==> src/rtl/dense_layer_tm.sv <==
// Time-multiplexed fully-connected layer: NUM_MACS lanes sweep the neurons group by
// group, streaming one weight per lane per cycle from synchronous external memories.
module dense_layer_tm #(
  parameter int    DATA_WIDTH  = 16,
  parameter int    FRAC_BITS   = 8,
  parameter int    NUM_INPUTS  = 16,
  parameter int    NUM_NEURONS = 16,
  parameter int    NUM_MACS    = 4,
  parameter string ACTIVATION  = "RELU",
  localparam int   GROUPS      = NUM_NEURONS / NUM_MACS,
  localparam int   WA_W        = (GROUPS * NUM_INPUTS > 1) ? $clog2(GROUPS * NUM_INPUTS) : 1,
  localparam int   BA_W        = (GROUPS > 1) ? $clog2(GROUPS) : 1
) (
  input  logic                                  clock,
  input  logic                                  reset,
  input  logic                                  in_valid,
  output logic                                  in_ready,
  input  logic [NUM_INPUTS-1:0][DATA_WIDTH-1:0]  inputs,
  output logic [WA_W-1:0]                       weight_addr,
  input  logic [NUM_MACS-1:0][DATA_WIDTH-1:0]    weight_data,
  output logic [BA_W-1:0]                       bias_addr,
  input  logic [NUM_MACS-1:0][DATA_WIDTH-1:0]    bias_data,
  output logic [NUM_NEURONS-1:0][DATA_WIDTH-1:0] outputs,
  output logic                                  out_valid,
  input  logic                                  out_ready
);

  localparam int ACC_W = 2 * DATA_WIDTH + $clog2(NUM_INPUTS + 1);
  localparam int CW    = $clog2(NUM_INPUTS + 2);
  localparam int GW    = BA_W;
  localparam bit USE_RELU = (ACTIVATION == "RELU");

  localparam logic [1:0] ST_IDLE    = 2'd0;
  localparam logic [1:0] ST_COMPUTE = 2'd1;
  localparam logic [1:0] ST_DONE    = 2'd2;

  localparam logic [CW-1:0] C_ZERO = CW'(0);
  localparam logic [CW-1:0] C_ONE  = CW'(1);
  localparam logic [CW-1:0] C_N    = CW'(NUM_INPUTS);
  localparam logic [CW-1:0] C_LAST = CW'(NUM_INPUTS + 1);
  localparam logic [GW-1:0] G_LAST = GW'(GROUPS - 1);

  localparam logic signed [ACC_W-1:0] SAT_MAX =
    {{(ACC_W - DATA_WIDTH + 1){1'b0}}, {(DATA_WIDTH - 1){1'b1}}};
  localparam logic signed [ACC_W-1:0] SAT_MIN =
    {{(ACC_W - DATA_WIDTH + 1){1'b1}}, {(DATA_WIDTH - 1){1'b0}}};

  logic [1:0]                             state_q, state_d;
  logic [GW-1:0]                          grp_q, grp_d;
  logic [CW-1:0]                          cyc_q, cyc_d;
  logic [NUM_INPUTS-1:0][DATA_WIDTH-1:0]  in_vec_q, in_vec_d;
  logic signed [ACC_W-1:0]                acc_q [NUM_MACS];
  logic signed [ACC_W-1:0]                acc_d [NUM_MACS];
  logic [NUM_NEURONS-1:0][DATA_WIDTH-1:0] out_q, out_d;
  logic                                   out_valid_q, out_valid_d;
  logic                                   in_ready_q, in_ready_d;
  logic [WA_W-1:0]                        weight_addr_q, weight_addr_d;
  logic [BA_W-1:0]                        bias_addr_q, bias_addr_d;

  logic signed [DATA_WIDTH-1:0]   x_sel_s;
  logic signed [2*DATA_WIDTH-1:0] prod_s     [NUM_MACS];
  logic signed [ACC_W-1:0]        prod_ext_s [NUM_MACS];
  logic signed [ACC_W-1:0]        bias_ext_s [NUM_MACS];

  // Scale back to the output format, clamp, then apply the activation.
  function automatic logic [DATA_WIDTH-1:0] sat_act(input logic signed [ACC_W-1:0] a);
    logic signed [ACC_W-1:0] s;
    logic [DATA_WIDTH-1:0]   r;
    s = a >>> FRAC_BITS;
    if (s > SAT_MAX) begin
      r = SAT_MAX[DATA_WIDTH-1:0];
    end else if (s < SAT_MIN) begin
      r = SAT_MIN[DATA_WIDTH-1:0];
    end else begin
      r = s[DATA_WIDTH-1:0];
    end
    return (USE_RELU && r[DATA_WIDTH-1]) ? {DATA_WIDTH{1'b0}} : r;
  endfunction

  // Sequencer: idle/compute/done handshake and group/cycle counters.
  always_comb begin
    state_d     = state_q;
    grp_d       = grp_q;
    cyc_d       = cyc_q;
    in_vec_d    = in_vec_q;
    out_valid_d = out_valid_q;
    case (state_q)
      ST_IDLE: begin
        if (in_valid) begin
          in_vec_d = inputs;
          state_d  = ST_COMPUTE;
          grp_d    = '0;
          cyc_d    = '0;
        end else begin
          state_d = ST_IDLE;
        end
      end
      ST_COMPUTE: begin
        if (cyc_q == C_LAST) begin
          cyc_d = '0;
          if (grp_q == G_LAST) begin
            state_d     = ST_DONE;
            grp_d       = '0;
            out_valid_d = 1'b1;
          end else begin
            grp_d = grp_q + 1'b1;
          end
        end else begin
          cyc_d = cyc_q + 1'b1;
        end
      end
      ST_DONE: begin
        if (out_ready) begin
          state_d     = ST_IDLE;
          out_valid_d = 1'b0;
        end else begin
          state_d = ST_DONE;
        end
      end
      default: begin
        state_d     = ST_IDLE;
        out_valid_d = 1'b0;
      end
    endcase
    in_ready_d = (state_d == ST_IDLE);
  end

  // MAC lanes: bias-seeded accumulation, then result write-back in the last group cycle.
  always_comb begin
    acc_d   = acc_q;
    out_d   = out_q;
    x_sel_s = '0;
    for (int i = 0; i < NUM_INPUTS; i++) begin
      x_sel_s = x_sel_s | ({DATA_WIDTH{cyc_q == CW'(i + 1)}} & in_vec_q[i]);
    end
    for (int m = 0; m < NUM_MACS; m++) begin
      prod_s[m]     = x_sel_s * $signed(weight_data[m]);
      prod_ext_s[m] = {{(ACC_W - 2 * DATA_WIDTH){prod_s[m][2*DATA_WIDTH-1]}}, prod_s[m]};
      bias_ext_s[m] = {{(ACC_W - DATA_WIDTH){bias_data[m][DATA_WIDTH-1]}}, bias_data[m]} <<< FRAC_BITS;
    end
    if (state_q == ST_COMPUTE && cyc_q != C_ZERO && cyc_q != C_LAST) begin
      for (int m = 0; m < NUM_MACS; m++) begin
        acc_d[m] = ((cyc_q == C_ONE) ? bias_ext_s[m] : acc_q[m]) + prod_ext_s[m];
      end
    end else if (state_q == ST_COMPUTE && cyc_q == C_LAST) begin
      for (int gi = 0; gi < GROUPS; gi++) begin
        for (int m = 0; m < NUM_MACS; m++) begin
          out_d[gi*NUM_MACS+m] = (grp_q == GW'(gi)) ? sat_act(acc_q[m]) : out_q[gi*NUM_MACS+m];
        end
      end
    end else begin
      acc_d = acc_q;
    end
  end

  // Addresses are registered from next-state so they line up with the group cycle they serve.
  always_comb begin
    weight_addr_d = '0;
    bias_addr_d   = '0;
    if (state_d == ST_COMPUTE) begin
      bias_addr_d   = BA_W'(grp_d);
      weight_addr_d = (cyc_d < C_N) ? (WA_W'(grp_d) * WA_W'(NUM_INPUTS) + WA_W'(cyc_d)) : '0;
    end else begin
      bias_addr_d   = '0;
      weight_addr_d = '0;
    end
  end

  // State and registered outputs; reset aborts any transaction in flight.
  always_ff @(posedge clock or negedge reset) begin
    if (!reset) begin
      state_q       <= ST_IDLE;
      grp_q         <= '0;
      cyc_q         <= '0;
      in_vec_q      <= '0;
      out_q         <= '0;
      out_valid_q   <= 1'b0;
      in_ready_q    <= 1'b1;
      weight_addr_q <= '0;
      bias_addr_q   <= '0;
      for (int m = 0; m < NUM_MACS; m++) begin
        acc_q[m] <= '0;
      end
    end else begin
      state_q       <= state_d;
      grp_q         <= grp_d;
      cyc_q         <= cyc_d;
      in_vec_q      <= in_vec_d;
      out_q         <= out_d;
      out_valid_q   <= out_valid_d;
      in_ready_q    <= in_ready_d;
      weight_addr_q <= weight_addr_d;
      bias_addr_q   <= bias_addr_d;
      for (int m = 0; m < NUM_MACS; m++) begin
        acc_q[m] <= acc_d[m];
      end
    end
  end

  assign in_ready    = in_ready_q;
  assign out_valid   = out_valid_q;
  assign outputs     = out_q;
  assign weight_addr = weight_addr_q;
  assign bias_addr   = bias_addr_q;

endmodule

==> config.mk <==
export PLATFORM = sky130hd
export DESIGN_NAME = dense_layer_tm
export DESIGN_NICKNAME = d
export VERILOG_FILES = /design/src/rtl/dense_layer_tm.sv
export SDC_FILE = /design/constraint.sdc
export NUM_CORES = 2
export LEC_CHECK = 0
export ABC_AREA = 0
export CORE_MARGIN = 1
export CORE_UTILIZATION = 60
export DETAILED_ROUTE_END_ITERATION = 6
export GPL_TIMING_DRIVEN = 0
export PLACE_DENSITY_LB_ADDON = 0.15
export SYNTH_ARGS = -nofsm -noshare
export SYNTH_HDL_FRONTEND = slang
export SYNTH_SLANG_ARGS = --single-unit
==> constraint.sdc <==
create_clock -name clock -period 12.2 [get_ports clock]
set_clock_uncertainty 0.05 [all_clocks]
set_input_delay 1.22 -clock clock [delete_from_list [all_inputs] [get_ports clock]]
set_output_delay 1.22 -clock clock [all_outputs]
set_load 0.03 [all_outputs]
==> impl_metrics.json <==
{
  "reg2reg_slack_ns": 0.12,
  "fmax_mhz": 82.8,
  "wl_per_cell_um": 27.4,
  "endpoint": "acc_q[35]$_DFFE_PN0P_",
  "synth-main-ff-cell": "dfrtp_1",
  "grt_pass1_wl_um": 407000,
  "cts_resized": 0,
  "fp-row-count": 128,
  "slew_headroom_pct": -7.17,
  "die_y_um": 353,
  "slowest_stage": "nand4_1",
  "cts_tree": "built",
  "clkSinkCount": 663,
  "grt-ovfl-total": 0,
  "ant_nets": 0,
  "nNetsFinal": 10400,
  "grt_max_degree": 122,
  "crit_type": "register to register",
  "h-tree-depth": 3,
  "final_cell_mix": "inv_1 (1416), nand2_1 (1282), fa_1 (1272), dfrtp_1 (662), clkdlybuf4s50_1 (636)",
  "grt_pass1_vias": 61900,
  "clkTransAtPathRegs_ns": 0.06,
  "r2r_end": "acc_q[35]$_DFFE_PN0P_",
  "cp.arrival_ns": 12.58,
  "synthCells": 7592,
  "ys_seq_area_share_pct": 22.4,
  "place_congestion": 1.02,
  "numCtsBuffers": 74,
  "antenna_found_initial": 78,
  "core_mm2": 0.122,
  "root_buffer": "clkbuf_16",
  "critical_path_required_ns": 12.71,
  "violations": "design-rule violations, max-capacitance violations, max-slew violations",
  "routed.top_layer": "met5",
  "design_area_mm2": 0.0856,
  "setup_viol": 0,
  "setup_tns_ns": 0,
  "wl_met2_um": 122000,
  "ff2ff_path_depth": 29,
  "status": "finished, violations left",
  "post_drt_via_cell_ratio": 5.92,
  "dp_hpwl_um": 222000,
  "synth_warnings": 0,
  "post_cts_buffers": 0,
  "min_period_ns": 12.08,
  "slew_violations": 122,
  "io_pins": 654,
  "cpMostUsedCell": "fa_1",
  "worst_pin_slew_ns": 1.61,
  "die_area_mm2": 0.125,
  "slowest_delay_ns": 1.48,
  "port_buffers": 637,
  "preCtsSetupSlack_ns": 0.667,
  "cap_violations": 13,
  "n_fill_cell": 9585,
  "met1_length_um": 98000,
  "grt_usage_pct": 45.4,
  "dpl_cell_area_mm2": 0.0827,
  "initial_core_util_pct": 60.6,
  "yosysTopAreaCell": "fa_1",
  "cp-start-kind": "register",
  "setup_slack_ns": 0.123,
  "synth_edf_count": 0,
  "synth_cell_types": 85,
  "vias": 59700,
  "synthTopCellsByArea": "fa_1 (34%), dfrtp_1 (22%), ha_1 (7.5%)",
  "fp.dieW_um": 353,
  "async_flop_share_pct": 100,
  "syn_to_final_growth_pct": 15.6,
  "clkLatencyLatePin_ns": 0.72,
  "period_share_pct": 99.0,
  "finalHoldViolations": 0,
  "synth_top_area_share_pct": 34.4,
  "clk_path_buf_depth": 3,
  "rsz0062_at_grt": "false",
  "timing.rr.start": "cyc_q[0]$_DFF_PN0_",
  "drive_gt1_share_pct": 6.39,
  "drc": 3,
  "startpoint": "cyc_q[0]$_DFF_PN0_",
  "ys_ff_latch": 663,
  "drt_first_iter_violations": 6152,
  "crit_path_end_kind": "register",
  "synth.avg_cell_area_um2": 9.75,
  "crit_path_max_fanout": 10,
  "ctsHoldBuffers": 0,
  "wl_met3_um": 32000,
  "final_common_cell": "inv_1",
  "synth.cell_area_mm2": 0.0740,
  "drt_wl_total_um": 276000,
  "first_pass_iters": 7,
  "min_path_type": "register to register"
}
[critical path, delay by kind of cell, from the launching register on]
kind	cells	cell delay (ns)
XOR/XNOR	1	0.23
buffers and inverters	7	1.61
flip-flops	1	0.45
AND/OR/NAND/NOR	4	2.48
adder cells (fa/ha/maj)	9	3.84
AO/OA/AOI/OAI	8	3.25
[synth_stat cells (37+ instances only)]
master and n:
a21oi_1 163, and2_1 443, clkbuf_1 271, xor2_1 55, and3_1 37, mux2_2 256, fa_1 1272, ha_1 445
buf_2 69, o21ai_0 410, xnor2_1 95, a21o_1 74, dfrtp_1 662, nor2_1 134, nor2b_1 64, nand2_1 1282
a22oi_1 49, inv_1 1416
[layout make-up]
type,instances,area [um^2],share of cell area (%)
Multi-Input combinational cell,5163,50600,59.2
Antenna cell,63,158,0.184
Tap cell,1625,2030,2.38
Inverter,1416,5320,6.21
Buffer,365,1560,1.82
Clock inverter,41,626,0.731
Timing Repair Buffer,646,6590,7.70
Clock buffer,97,2070,2.42
Sequential cell,663,16600,19.4
[cell families after synthesis]
kind of cell             after synthesis  synth area share, %
flip-flops                           663                 22.4
other                                  1              0.00507
AND/OR/NAND/NOR                     2102                 13.0
multiplexers                         261                 3.96
XOR/XNOR                             150                 1.78
buffers and inverters               1781                 9.25
AO/OA/AOI/OAI                        917                 7.67
adder cells (fa/ha/maj)             1717                 41.9
[flip-flops by register name, summed over array words and instances, names as in the netlist]
register	cells
in_vec_q	256
outputs	240
acc_q	148
weight_addr	6
cyc_q	5
bias_addr	2
grp_q	2
state_q	2
in_ready	1
out_valid	1
[metrics by stage]
step	hold slack [ns]	utilization, %	cells
after floorplan	0.380	-	7607
after global placement	0.400	67.6	9869
after detailed placement	0.404	67.8	9878
after CTS	0.418	70.0	10000
after global routing	0.435	70.1	10000
final	0.418	70.1	10100
[worst min path at each step]
stage / start / end / slack [ns] / cells past startpoint
final: acc_q[113]$_DFFE_PN0P_ / acc_q[113]$_DFFE_PN0P_ / 0.42 / 2
after global routing: acc_q[1]$_DFFE_PN0P_ / acc_q[1]$_DFFE_PN0P_ / 0.44 / 2
after CTS: acc_q[77]$_DFFE_PN0P_ / acc_q[77]$_DFFE_PN0P_ / 0.42 / 2
after detailed placement: acc_q[39]$_DFFE_PN0P_ / acc_q[39]$_DFFE_PN0P_ / 0.40 / 2
after global placement: acc_q[77]$_DFFE_PN0P_ / acc_q[77]$_DFFE_PN0P_ / 0.40 / 2
after floorplan: acc_q[81]$_DFFE_PN0P_ / acc_q[81]$_DFFE_PN0P_ / 0.38 / 2
[per-layer routing]
layer	GRT usage (%)	vias up
met5	0	-
met4	31.6	36
met3	14.0	1007
met2	68.1	3532
met1	56.2	30200
li1	-	24900
Power is left out: the tool's default activity adds up to more than one toggle a clock period on the data nets, which glitch-free logic cannot reach.
